File: src/rtl/inspect_pkg.sv
// Shared types and constants for the inspection front-end: FSM states,
// frame byte positions and the default grading thresholds.
package inspect_pkg;

    typedef enum logic [1:0] {
        S_WEIGHT = 2'd0,
        S_SIZE   = 2'd1,
        S_COLOR  = 2'd2,
        S_EMIT   = 2'd3
    } inspect_state_t;

    localparam int IDX_WEIGHT = 0;
    localparam int IDX_SIZE   = 1;
    localparam int IDX_COLOR  = 2;
    localparam int NUM_FIELDS = 3;

    localparam int DEF_WEIGHT_MIN = 40;
    localparam int DEF_WEIGHT_MAX = 200;
    localparam int DEF_SIZE_MIN   = 30;
    localparam int DEF_SIZE_MAX   = 180;
    localparam int DEF_COLOR_MIN  = 64;
    localparam int DEF_COLOR_MAX  = 192;
    localparam int DEF_TIMEOUT    = 16;

endpackage

File: src/rtl/inspect_sampler_if.sv
// Byte stream from the sensor pins into the sampler: valid/ready handshake
// with an 8-bit payload.
interface inspect_sampler_if;

    logic [7:0] data_i;
    logic       valid_i;
    logic       ready_o;

    modport master (output data_i, output valid_i, input ready_o);
    modport slave  (input data_i, input valid_i, output ready_o);

endinterface

File: src/rtl/inspect_sampler_range_check.sv
// Inclusive unsigned window compare of one measurement byte; an inverted
// window (LO > HI) never matches.
module range_check #(
    parameter int LO = 0,
    parameter int HI = 255
) (
    input  logic [7:0] data_i,
    output logic       ok_o
);

    localparam bit WINDOW_OPEN = (LO <= HI);

    assign ok_o = WINDOW_OPEN && (int'(data_i) >= LO) && (int'(data_i) <= HI);

endmodule

File: src/rtl/inspect_sampler.sv
// Collects a weight/size/color frame and publishes held pass/fail flags with
// a one-cycle strobe. Define INSPECT_TIMEOUT_EN to abort stalled frames.
module inspect_sampler
    import inspect_pkg::*;
#(
    parameter int WEIGHT_MIN = DEF_WEIGHT_MIN,
    parameter int WEIGHT_MAX = DEF_WEIGHT_MAX,
    parameter int SIZE_MIN   = DEF_SIZE_MIN,
    parameter int SIZE_MAX   = DEF_SIZE_MAX,
    parameter int COLOR_MIN  = DEF_COLOR_MIN,
    parameter int COLOR_MAX  = DEF_COLOR_MAX,
    parameter int TIMEOUT    = DEF_TIMEOUT
) (
    input  logic                     clk,
    input  logic                     rst,
    inspect_sampler_if.slave         in_if,
    output logic                     weight_ok_o,
    output logic                     size_ok_o,
    output logic                     color_ok_o,
    output logic                     flags_valid_o,
    output logic                     err_o,
    output logic [7:0]               frame_cnt_o
);

    if (TIMEOUT < 1 || TIMEOUT > 255) begin : g_timeout_range_invalid
        $error("inspect_sampler: TIMEOUT must lie in 1..255");
    end

    inspect_state_t         state_q, state_d;
    logic [NUM_FIELDS-2:0]  part_q, part_d;
    logic [NUM_FIELDS-1:0]  ok_q, ok_d;
    logic [7:0]             frame_cnt_q, frame_cnt_d;
    logic [NUM_FIELDS-1:0]  chk;
    logic                   xfer;
    logic                   abort;

    // One comparator per field; every comparator sees the live byte and the
    // state machine picks the result that belongs to the current position.
    for (genvar gi = 0; gi < NUM_FIELDS; gi++) begin : g_check
        localparam int LO = (gi == IDX_WEIGHT) ? WEIGHT_MIN :
                            (gi == IDX_SIZE)   ? SIZE_MIN   : COLOR_MIN;
        localparam int HI = (gi == IDX_WEIGHT) ? WEIGHT_MAX :
                            (gi == IDX_SIZE)   ? SIZE_MAX   : COLOR_MAX;
        range_check #(.LO(LO), .HI(HI)) u_check (
            .data_i (in_if.data_i),
            .ok_o   (chk[gi])
        );
    end

    assign in_if.ready_o = (state_q != S_EMIT);
    assign xfer          = in_if.valid_i && in_if.ready_o;

`ifdef INSPECT_TIMEOUT_EN
    localparam logic [7:0] IDLE_LAST = 8'(TIMEOUT - 1);

    logic [7:0] idle_q, idle_d;
    logic       err_q, err_d;

    // The idle count only accumulates mid-frame; any transfer or state exit
    // restarts it from zero. A transfer on the last allowed cycle wins.
    always_comb begin
        idle_d = '0;
        err_d  = 1'b0;
        abort  = 1'b0;
        if ((state_q == S_SIZE || state_q == S_COLOR) && !xfer) begin
            if (idle_q == IDLE_LAST) begin
                abort = 1'b1;
                err_d = 1'b1;
            end else begin
                idle_d = idle_q + 8'd1;
            end
        end
    end

    always_ff @(posedge clk or posedge rst) begin
        if (rst) begin
            idle_q <= '0;
            err_q  <= 1'b0;
        end else begin
            idle_q <= idle_d;
            err_q  <= err_d;
        end
    end

    assign err_o = err_q;
`else
    assign abort = 1'b0;
    assign err_o = 1'b0;
`endif

    always_comb begin
        state_d     = state_q;
        part_d      = part_q;
        ok_d        = ok_q;
        frame_cnt_d = frame_cnt_q;
        unique case (state_q)
            S_WEIGHT: begin
                if (xfer) begin
                    part_d[IDX_WEIGHT] = chk[IDX_WEIGHT];
                    state_d            = S_SIZE;
                end
            end
            S_SIZE: begin
                if (xfer) begin
                    part_d[IDX_SIZE] = chk[IDX_SIZE];
                    state_d          = S_COLOR;
                end
            end
            S_COLOR: begin
                if (xfer) begin
                    ok_d[IDX_WEIGHT] = part_q[IDX_WEIGHT];
                    ok_d[IDX_SIZE]   = part_q[IDX_SIZE];
                    ok_d[IDX_COLOR]  = chk[IDX_COLOR];
                    frame_cnt_d      = frame_cnt_q + 8'd1;
                    state_d          = S_EMIT;
                end
            end
            S_EMIT: state_d = S_WEIGHT;
            default: state_d = S_WEIGHT;
        endcase
        if (abort) begin
            state_d = S_WEIGHT;
        end
    end

    always_ff @(posedge clk or posedge rst) begin
        if (rst) begin
            state_q     <= S_WEIGHT;
            part_q      <= '0;
            ok_q        <= '0;
            frame_cnt_q <= '0;
        end else begin
            state_q     <= state_d;
            part_q      <= part_d;
            ok_q        <= ok_d;
            frame_cnt_q <= frame_cnt_d;
        end
    end

    assign weight_ok_o   = ok_q[IDX_WEIGHT];
    assign size_ok_o     = ok_q[IDX_SIZE];
    assign color_ok_o    = ok_q[IDX_COLOR];
    assign flags_valid_o = (state_q == S_EMIT);
    assign frame_cnt_o   = frame_cnt_q;

endmodule

File: src/flat_wrapper.sv
// flat-port wrapper written by rule: the top's interface ports become plain ports
module inspect_sampler_flat import inspect_pkg::*;
#(
    parameter int WEIGHT_MIN = DEF_WEIGHT_MIN,
    parameter int WEIGHT_MAX = DEF_WEIGHT_MAX,
    parameter int SIZE_MIN   = DEF_SIZE_MIN,
    parameter int SIZE_MAX   = DEF_SIZE_MAX,
    parameter int COLOR_MIN  = DEF_COLOR_MIN,
    parameter int COLOR_MAX  = DEF_COLOR_MAX,
    parameter int TIMEOUT    = DEF_TIMEOUT
)
  (clk, rst, weight_ok_o, size_ok_o, color_ok_o, flags_valid_o, err_o, frame_cnt_o, in_if_data_i, in_if_valid_i, in_if_ready_o);
  inspect_sampler_if in_if_i ();
  input  logic clk;
  input  logic rst;
  output logic weight_ok_o;
  output logic size_ok_o;
  output logic color_ok_o;
  output logic flags_valid_o;
  output logic err_o;
  output logic [7:0] frame_cnt_o;
  input wire logic [$bits(in_if_i.data_i)-1:0] in_if_data_i;
  input wire logic [$bits(in_if_i.valid_i)-1:0] in_if_valid_i;
  output wire logic [$bits(in_if_i.ready_o)-1:0] in_if_ready_o;
  assign in_if_i.data_i = in_if_data_i;
  assign in_if_i.valid_i = in_if_valid_i;
  assign in_if_ready_o = in_if_i.ready_o;
  inspect_sampler #(.WEIGHT_MIN(WEIGHT_MIN), .WEIGHT_MAX(WEIGHT_MAX), .SIZE_MIN(SIZE_MIN), .SIZE_MAX(SIZE_MAX), .COLOR_MIN(COLOR_MIN), .COLOR_MAX(COLOR_MAX), .TIMEOUT(TIMEOUT)) u_core (.clk(clk), .rst(rst), .in_if(in_if_i), .weight_ok_o(weight_ok_o), .size_ok_o(size_ok_o), .color_ok_o(color_ok_o), .flags_valid_o(flags_valid_o), .err_o(err_o), .frame_cnt_o(frame_cnt_o));
endmodule
File: config.mk
export PLATFORM = sky130hd
export DESIGN_NAME = inspect_sampler_flat
export DESIGN_NICKNAME = d
export VERILOG_FILES = /design/src/rtl/inspect_pkg.sv /design/src/rtl/inspect_sampler_if.sv /design/src/rtl/inspect_sampler_range_check.sv /design/src/rtl/inspect_sampler.sv /design/src/flat_wrapper.sv
export SDC_FILE = /design/constraint.sdc
export NUM_CORES = 1
export LEC_CHECK = 0
export BUFFER_PORTS_ARGS = -buffer_cell sky130_fd_sc_hd__clkbuf_2
export CORE_MARGIN = 2
export CORE_UTILIZATION = 30
export DETAILED_ROUTE_END_ITERATION = 10
export GPL_TIMING_DRIVEN = 0
export PLACE_DENSITY = 0.49
export SLEW_MARGIN = 20
export SYNTH_ARGS = -nofsm -noshare
export SYNTH_HDL_FRONTEND = slang
export SYNTH_SLANG_ARGS = --single-unit
File: constraint.sdc
create_clock -name clk -period 3.2 [get_ports clk]
set_input_delay 0.64 -clock clk [delete_from_list [all_inputs] [get_ports clk]]
set_output_delay 0.64 -clock clk [all_outputs]
set_load 0.005 [all_outputs]
==> reports/metrics.yaml, run 1 <==
cts_hold_buf: 0
final_cells: 137
finalCritPeriodShare: 0.5606
drc: 0
finalClockSkew_ps: 2.202
place.gp.congestion: 0.7550
cpPeakStageDelay_ps: 420
antenna_cells: 0
cts_tree: "done"
overflow: 0
numCtsBuffers: 3
h-tree-depth: 1
clk_pin_slew_ps: 100
crit_chain: "ha_1, inv_1, clkbuf_2"
netlist_instances: 79
dp_cells: 133
grt-busiest-layer: "met2"
cts_sinks: 15
report.final.slew_viol_count: 0
fin_total_pwr_mw: 0.7671
p_per_area_mw_per_mm2: 746.8
final_common_cell: "clkbuf_2"
clk_latency_ps: 280
path_class: "reg -> out"
syn_nets: 96
rsz0062_at_grt: "false"
ios: 25
end_kind: "output port"
gr-usage-met1: 0.1447
grt_pass1_vias: 577
setup_viol: 0
wirelength_mm: 1.631
track_usage: 0.1081
period_needed_ps: 1794
met3_usage: 0.02041
startpoint: "u_core.state_q[0]"
irDropWorstVdd_mv: 0.3576
tns_ps: 0
clockBufferDepth: 2
ant_nets: 0
grt_start_max_net_pins: 16
p_leak_nw: 0.5291
start_util: 0.3121
required_ps: 2560
cp_max_fo: 6
avgViaCountPerCell: 4.723
die_h_um: 57.10
core_mm2: 0.002710
rows: 19
vias: 647
postSynthAreaPerCell_um2: 10.71
holdCritPathClass: "in -> async"
drt_iter0_markers: 18
root_buffer: "clkbuf_4"
cts_setup_buffers: 0
clock.fmax_ghz: 0.5574
final_nets: 124
dp_slack_ps: 1606
cts_resized: 0
hold_viol_final: 0
chipWidth_um: 57.10
fill_cells: 288
detail_route.wl_per_cell_um: 11.91
port-buffer-count: 23
grt_pass1_wl_mm: 2.642
cp-start-kind: "flop"
r2r-start: "u_core.state_q[0]"
synth_warnings: 0
synth_area_um2: 845.8
max_slew.worst_pin.slew_ps: 574.1
maxCapViolCount: 0
yosysSeqAreaShare: 0.4438
status: "finished clean"
crit_arrival_ps: 1150
syn_to_final_growth_pct: 21.45
dr.pass1.iters: 4
use_met2: 0.1593
die-area_mm2: 0.003260
drive_gt1_frac: 0.3113
ys_ff_latch: 15
yosysUniqueCellTypes: 29
cp_slowest_cell: "dfrtp_1"
max_slew_margin: 0.6168
worst_slack_ps: 1406
antenna_found_initial: 0
final_cell_mix: "clkbuf_2 (23), dfrtp_1 (15), nor3_1 (6), inv_1 (6), ha_1 (6)"
## layout make-up
| cell class | instances | area, um2 | share of cell area |
|---|---|---|---|
| inverters | 6 | 22.52 | 0.02192 |
| repair buffers | 23 | 115.1 | 0.1121 |
| clock buffers | 3 | 22.52 | 0.02192 |
| flip-flops and latches | 15 | 375.4 | 0.3654 |
| well taps | 31 | 38.79 | 0.03776 |
| clock inverters | 1 | 5.005 | 0.004872 |
| plain buffers | 1 | 7.507 | 0.007308 |
| multi-input cells | 57 | 440.4 | 0.4287 |
## metal layers
metal,routed length [um],vias up,share of wire
li1,-,335,-
met3,56,2,0.034
met1,791,299,0.48
met5,0,-,0
met4,17,0,0.010
met2,765,11,0.47
## through the flow
stage                     area, um2  hold slack [ps]    util
after floorplan               845.8            464.7       -
after global placement        999.7            453.0  0.3689
after detailed placement      999.7            458.1  0.3689
after CTS                      1027            389.9  0.3790
after global routing           1027            418.6  0.3790
final                          1027            374.9  0.3790
## kinds of logic (layout without fill, tap and decap cells)
group | after synthesis | after routing | synth area share
and+or+nand+nor | 24 | 24 | 0.1775
AOI/OAI and AO/OA | 16 | 16 | 0.1376
other | 1 | 1 | 0.004434
xor gates and xnor gates | 7 | 7 | 0.07249
adders and majority gates | 6 | 6 | 0.08876
muxes | 3 | 3 | 0.03994
buffers and inverters | 7 | 34 | 0.03550
DFF | 15 | 15 | 0.4438
## registers in the layout, indices dropped and copies added, names as in the netlist
name                count
u_core.ok_q             3
u_core.frame_cnt_o      8
u_core.part_q           2
u_core.state_q          2
## cells in the mapped netlist (all sizes together)
cell type | n | area share
a21o | 1 | 0.0089
nor3 | 6 | 0.036
inv | 6 | 0.027
o311ai | 2 | 0.021
o31a | 2 | 0.021
nand3b | 2 | 0.033
nand4b | 1 | 0.010
nand2 | 5 | 0.022
conb | 1 | 0.0044
o21a | 1 | 0.0089
buf | 1 | 0.0089
ha | 6 | 0.089
and2b | 1 | 0.0089
a21oi | 2 | 0.012
mux2 | 3 | 0.040
a41o | 1 | 0.012
dfrtp | 15 | 0.44
xnor2 | 3 | 0.031
nor4 | 1 | 0.025
xor2 | 4 | 0.041
a21boi | 1 | 0.0089
o31ai | 2 | 0.018
nand3 | 1 | 0.0059
a22o | 1 | 0.010
nor2 | 5 | 0.022
o21ai | 3 | 0.018
nand4 | 2 | 0.015
## power by group
group / internal (mW) / switching [mW]
registers: 0.261 / 0.0602
logic: 0.168 / 0.165
clock network: 0.0464 / 0.0665
## critical path: cells and delay by family (launching register included)
kind                     cells  cell delay [ps]
buffers and inverters        2              170
adder cells (fa/ha/maj)      1              280
flip-flops                   1              420
## path summary, 6_finish.rpt
kind / slack, ps / depth (start not counted) / end
worst max register to register: 1650 / 5 / u_core.frame_cnt_o[7]
worst min-delay path: 370 / 2 / u_core.frame_cnt_o[3]
min in group clk: 470 / 1 / u_core.frame_cnt_o[7]
max in group asynchronous: 2450 / 2 / u_core.ok_q[0]
worst max-delay path: 1410 / 3 / in_if_ready_o
worst min register to register: 470 / 1 / u_core.frame_cnt_o[7]
Note: power is estimated with default switching activity, not from simulation.
==> run 2, diff against run 1 <==
ABC_AREA = 1   (was not set)
PLACE_DENSITY = 0.48   (was 0.49)
clock period = 1.7 ns   (was 3.2 ns; I/O delays follow)
==> run 2 against run 1 <==
Non-clock buffer count increased by 1. Global-route usage increased by 1.3 points. Die area up 11%. Sequential power rose by 85%. Sequential share of layout area down 3.7 points. Final area increased by 11%. Synthesized cell count rose by 61%. Utilization fell by 0.14 points. Combinational power grew 84%. Largest cell class unchanged. Count of clock-buffer cells in the layout unchanged. Clock power increased by 81%. Critical path type unchanged.
==> reports/metrics.yaml, run 2 <==
overflow: 0  # unchanged
grt_pass1_vias: 752  # +30%
synth-compound-area-share: 0.03439  # -0.1032
start_util: 0.3124  # about the same
synth.area.top_cells: "dfrtp_1 (40%), nand2_1 (17%), ha_1 (7.9%)"
cp_slowest_cell: "dfrtp_1"
hold_viol_final: 0  # unchanged
r2r_slack_ps: 200  # -1450 ps
required_ps: 1360  # -1200 ps
yosysSeqAreaShare: 0.3968  # -0.04696
cts_tree: "done"
syn_nets: 144  # +50%
cp_num_buf_inv: 2  # unchanged
rows: 20  # +1
postSynthAreaPerCell_um2: 7.448  # -30%
crit_arrival_ps: 1190  # +40 ps
track_usage: 0.1206  # +0.01257
die_h_um: 60.15  # +5.4%
p_leak_nw: 0.6393  # +21%
cts_sinks: 15  # unchanged
die-area_mm2: 0.003618  # +11%
ys_ff_latch: 15  # unchanged
cts_resized: 0  # unchanged
drive_gt1_frac: 0.2208  # -0.09054
synth_area_leader_cell: "dfrtp_1"
antenna_found_initial: 0  # unchanged
syn_to_final_growth_pct: 20.90
worst_slack_ps: 173.5  # -1232 ps
numCtsBuffers: 3  # unchanged
path_class: "reg -> out"
detail_route.wl_per_cell_um: 9.636  # -19%
root_buffer: "clkbuf_4"
clk_latency_ps: 280  # about the same
final_cell_mix: "nand2_1 (42), clkbuf_2 (23), inv_1 (16)"
netlist_instances: 127  # +61%
cp_max_fo: 4  # -2
place.gp.congestion: 0.7790  # +3.2%
grt_pass1_wl_mm: 3.284  # +24%
chipWidth_um: 60.15  # +5.4%
muxShareOfSynthArea: 0  # -0.03994
synthFlopType: "dfrtp_1"
fin_total_pwr_mw: 1.411  # +84%
irDropWorstVdd_mv: 0.8025  # +120%
ys_async_sr_fraction: 1.000  # unchanged
synth_warnings: 0  # unchanged
final_nets: 172  # +39%
drt_iter0_markers: 25  # +7
synth_top_area_frac: 0.3968  # -0.04696
period_needed_ps: 1526
synth-simple-area-share: 0.3519  # +0.1743
core_mm2: 0.003028  # +12%
max_slew.worst_pin.slew_ps: 584.9  # +10.84 ps
maxCapViolCount: 0  # unchanged
p_per_area_mw_per_mm2: 1233  # +65%
clk_pin_slew_ps: 90  # about the same
ios: 25  # unchanged
dp_slack_ps: 232.8  # -1373 ps
clock.fmax_ghz: 0.6551
drc: 0  # unchanged
h-tree-depth: 1  # unchanged
synthAdderAreaFrac: 0.07937  # -0.009392
antenna_cells: 0  # unchanged
final_core_util: 0.3777  # -0.001354
synthTopCellsByCount: "nand2_1 (42), inv_1 (16), dfrtp_1 (15), nor2_1 (15), nand3_1 (11)"
port-buffer-count: 23  # unchanged
synth_edf_count: 0  # unchanged
cts_hold_buf: 0  # unchanged
tns_ps: 0  # unchanged
largest_register_ffs: 8  # unchanged
cpPeakStageDelay_ps: 430  # about the same
clockBufferDepth: 2  # unchanged
wirelength_mm: 1.908  # +17%
r2r_cells: 7  # +2
cts_setup_buffers: 0  # unchanged
grt_start_max_net_pins: 16  # unchanged
ant_nets: 0  # unchanged
crit_chain: "ha_1, inv_2, clkbuf_2"
final_common_cell: "nand2_1"
rsz0062_at_grt: "false"
hpwlAfterDp_mm: 1.443
yosysUniqueCellTypes: 20  # -31%
setup_viol: 0  # unchanged
synth_area_um2: 945.9  # +12%
final_cells: 198  # +45%
path_depth: 3  # unchanged
finalClockSkew_ps: 0.6697  # -1.532 ps
max_slew_margin: 0.6096  # -0.007233
dr.pass1.iters: 4  # unchanged
cp_top_family: "flip-flops"
avgViaCountPerCell: 4.288  # -9.2%
status: "finished clean"
vias: 849  # +31%
report.final.slew_viol_count: 0  # unchanged
dp_cells: 194  # +46%
synth_xor_area_frac: 0.04630  # -0.02619
finalCritPeriodShare: 0.8979
holdCritPathClass: "in -> async"
end_kind: "output port"
synth_top_family_by_area: "simple AND/OR/NAND/NOR gates"
cp-start-kind: "flop"
yosysMostFrequentCell: "nand2_1"
## run 2: worst paths after layout
path | startpoint | end
min in group clk | in_if_valid_i | u_core.frame_cnt_o[0]
worst max-delay path | u_core.state_q[0] | in_if_ready_o
worst min-delay path | rst | u_core.frame_cnt_o[6]
worst min register to register | u_core.part_q[0] | u_core.part_q[0]
max in group asynchronous | rst | u_core.frame_cnt_o[5]
worst max register to register | u_core.state_q[0] | u_core.state_q[0]
## run 2: worst reg2reg max path: cells and delay by family, from the launching register on
family / cells / cell delay [ps]
AOI/OAI and AO/OA: 1 / 80
adders and majority gates: 1 / 210
buffers and inverters: 2 / 240
DFF: 1 / 410
and+or+nand+nor: 3 / 460
## run 2: cell families after synthesis
family,Yosys count
AND/OR/NAND/NOR,75
AO/OA/AOI/OAI,6
other,1
flip-flops,15
buffers and inverters,19
XOR/XNOR,5
adder cells (fa/ha/maj),6
## run 2: routing by layer
| layer | track usage | share of wire |
|---|---|---|
| met1 | 0.1631 | 0.50 |
| met2 | 0.1801 | 0.45 |
| met3 | 0.04113 | 0.048 |
| met4 | 0.03810 | 0.0073 |
| met5 | 0 | 0 |
## run 2: area by class of cell
class | instances | area (um2)
plain buffers | 2 | 18.77
multi-input cells | 93 | 488.0
inverters | 17 | 63.81
fillers | 330 | 1884
clock buffers | 3 | 22.52
repair buffers | 23 | 115.1
well taps | 44 | 55.05
flip-flops and latches | 15 | 375.4
clock inverters | 1 | 5.005
## run 2: where the power goes
| group | switching, mW | total, mW | internal (mW) | leakage (nW) |
|---|---|---|---|---|
| sequential | 0.110 | 0.593 | 0.483 | 0.193 |
| combinational | 0.346 | 0.612 | 0.266 | 0.429 |
| clock | 0.118 | 0.205 | 0.0873 | 0.0177 |
## run 2: per-stage QoR
stage          hold slack (ps)  instance area, um2
2_1_floorplan            241.5               945.9
3_3_place_gp             418.2                1116
3_5_place_dp             413.6                1116
4_1_cts                  94.09                1144
5_1_grt                  120.3                1144
6_report                 82.54                1144
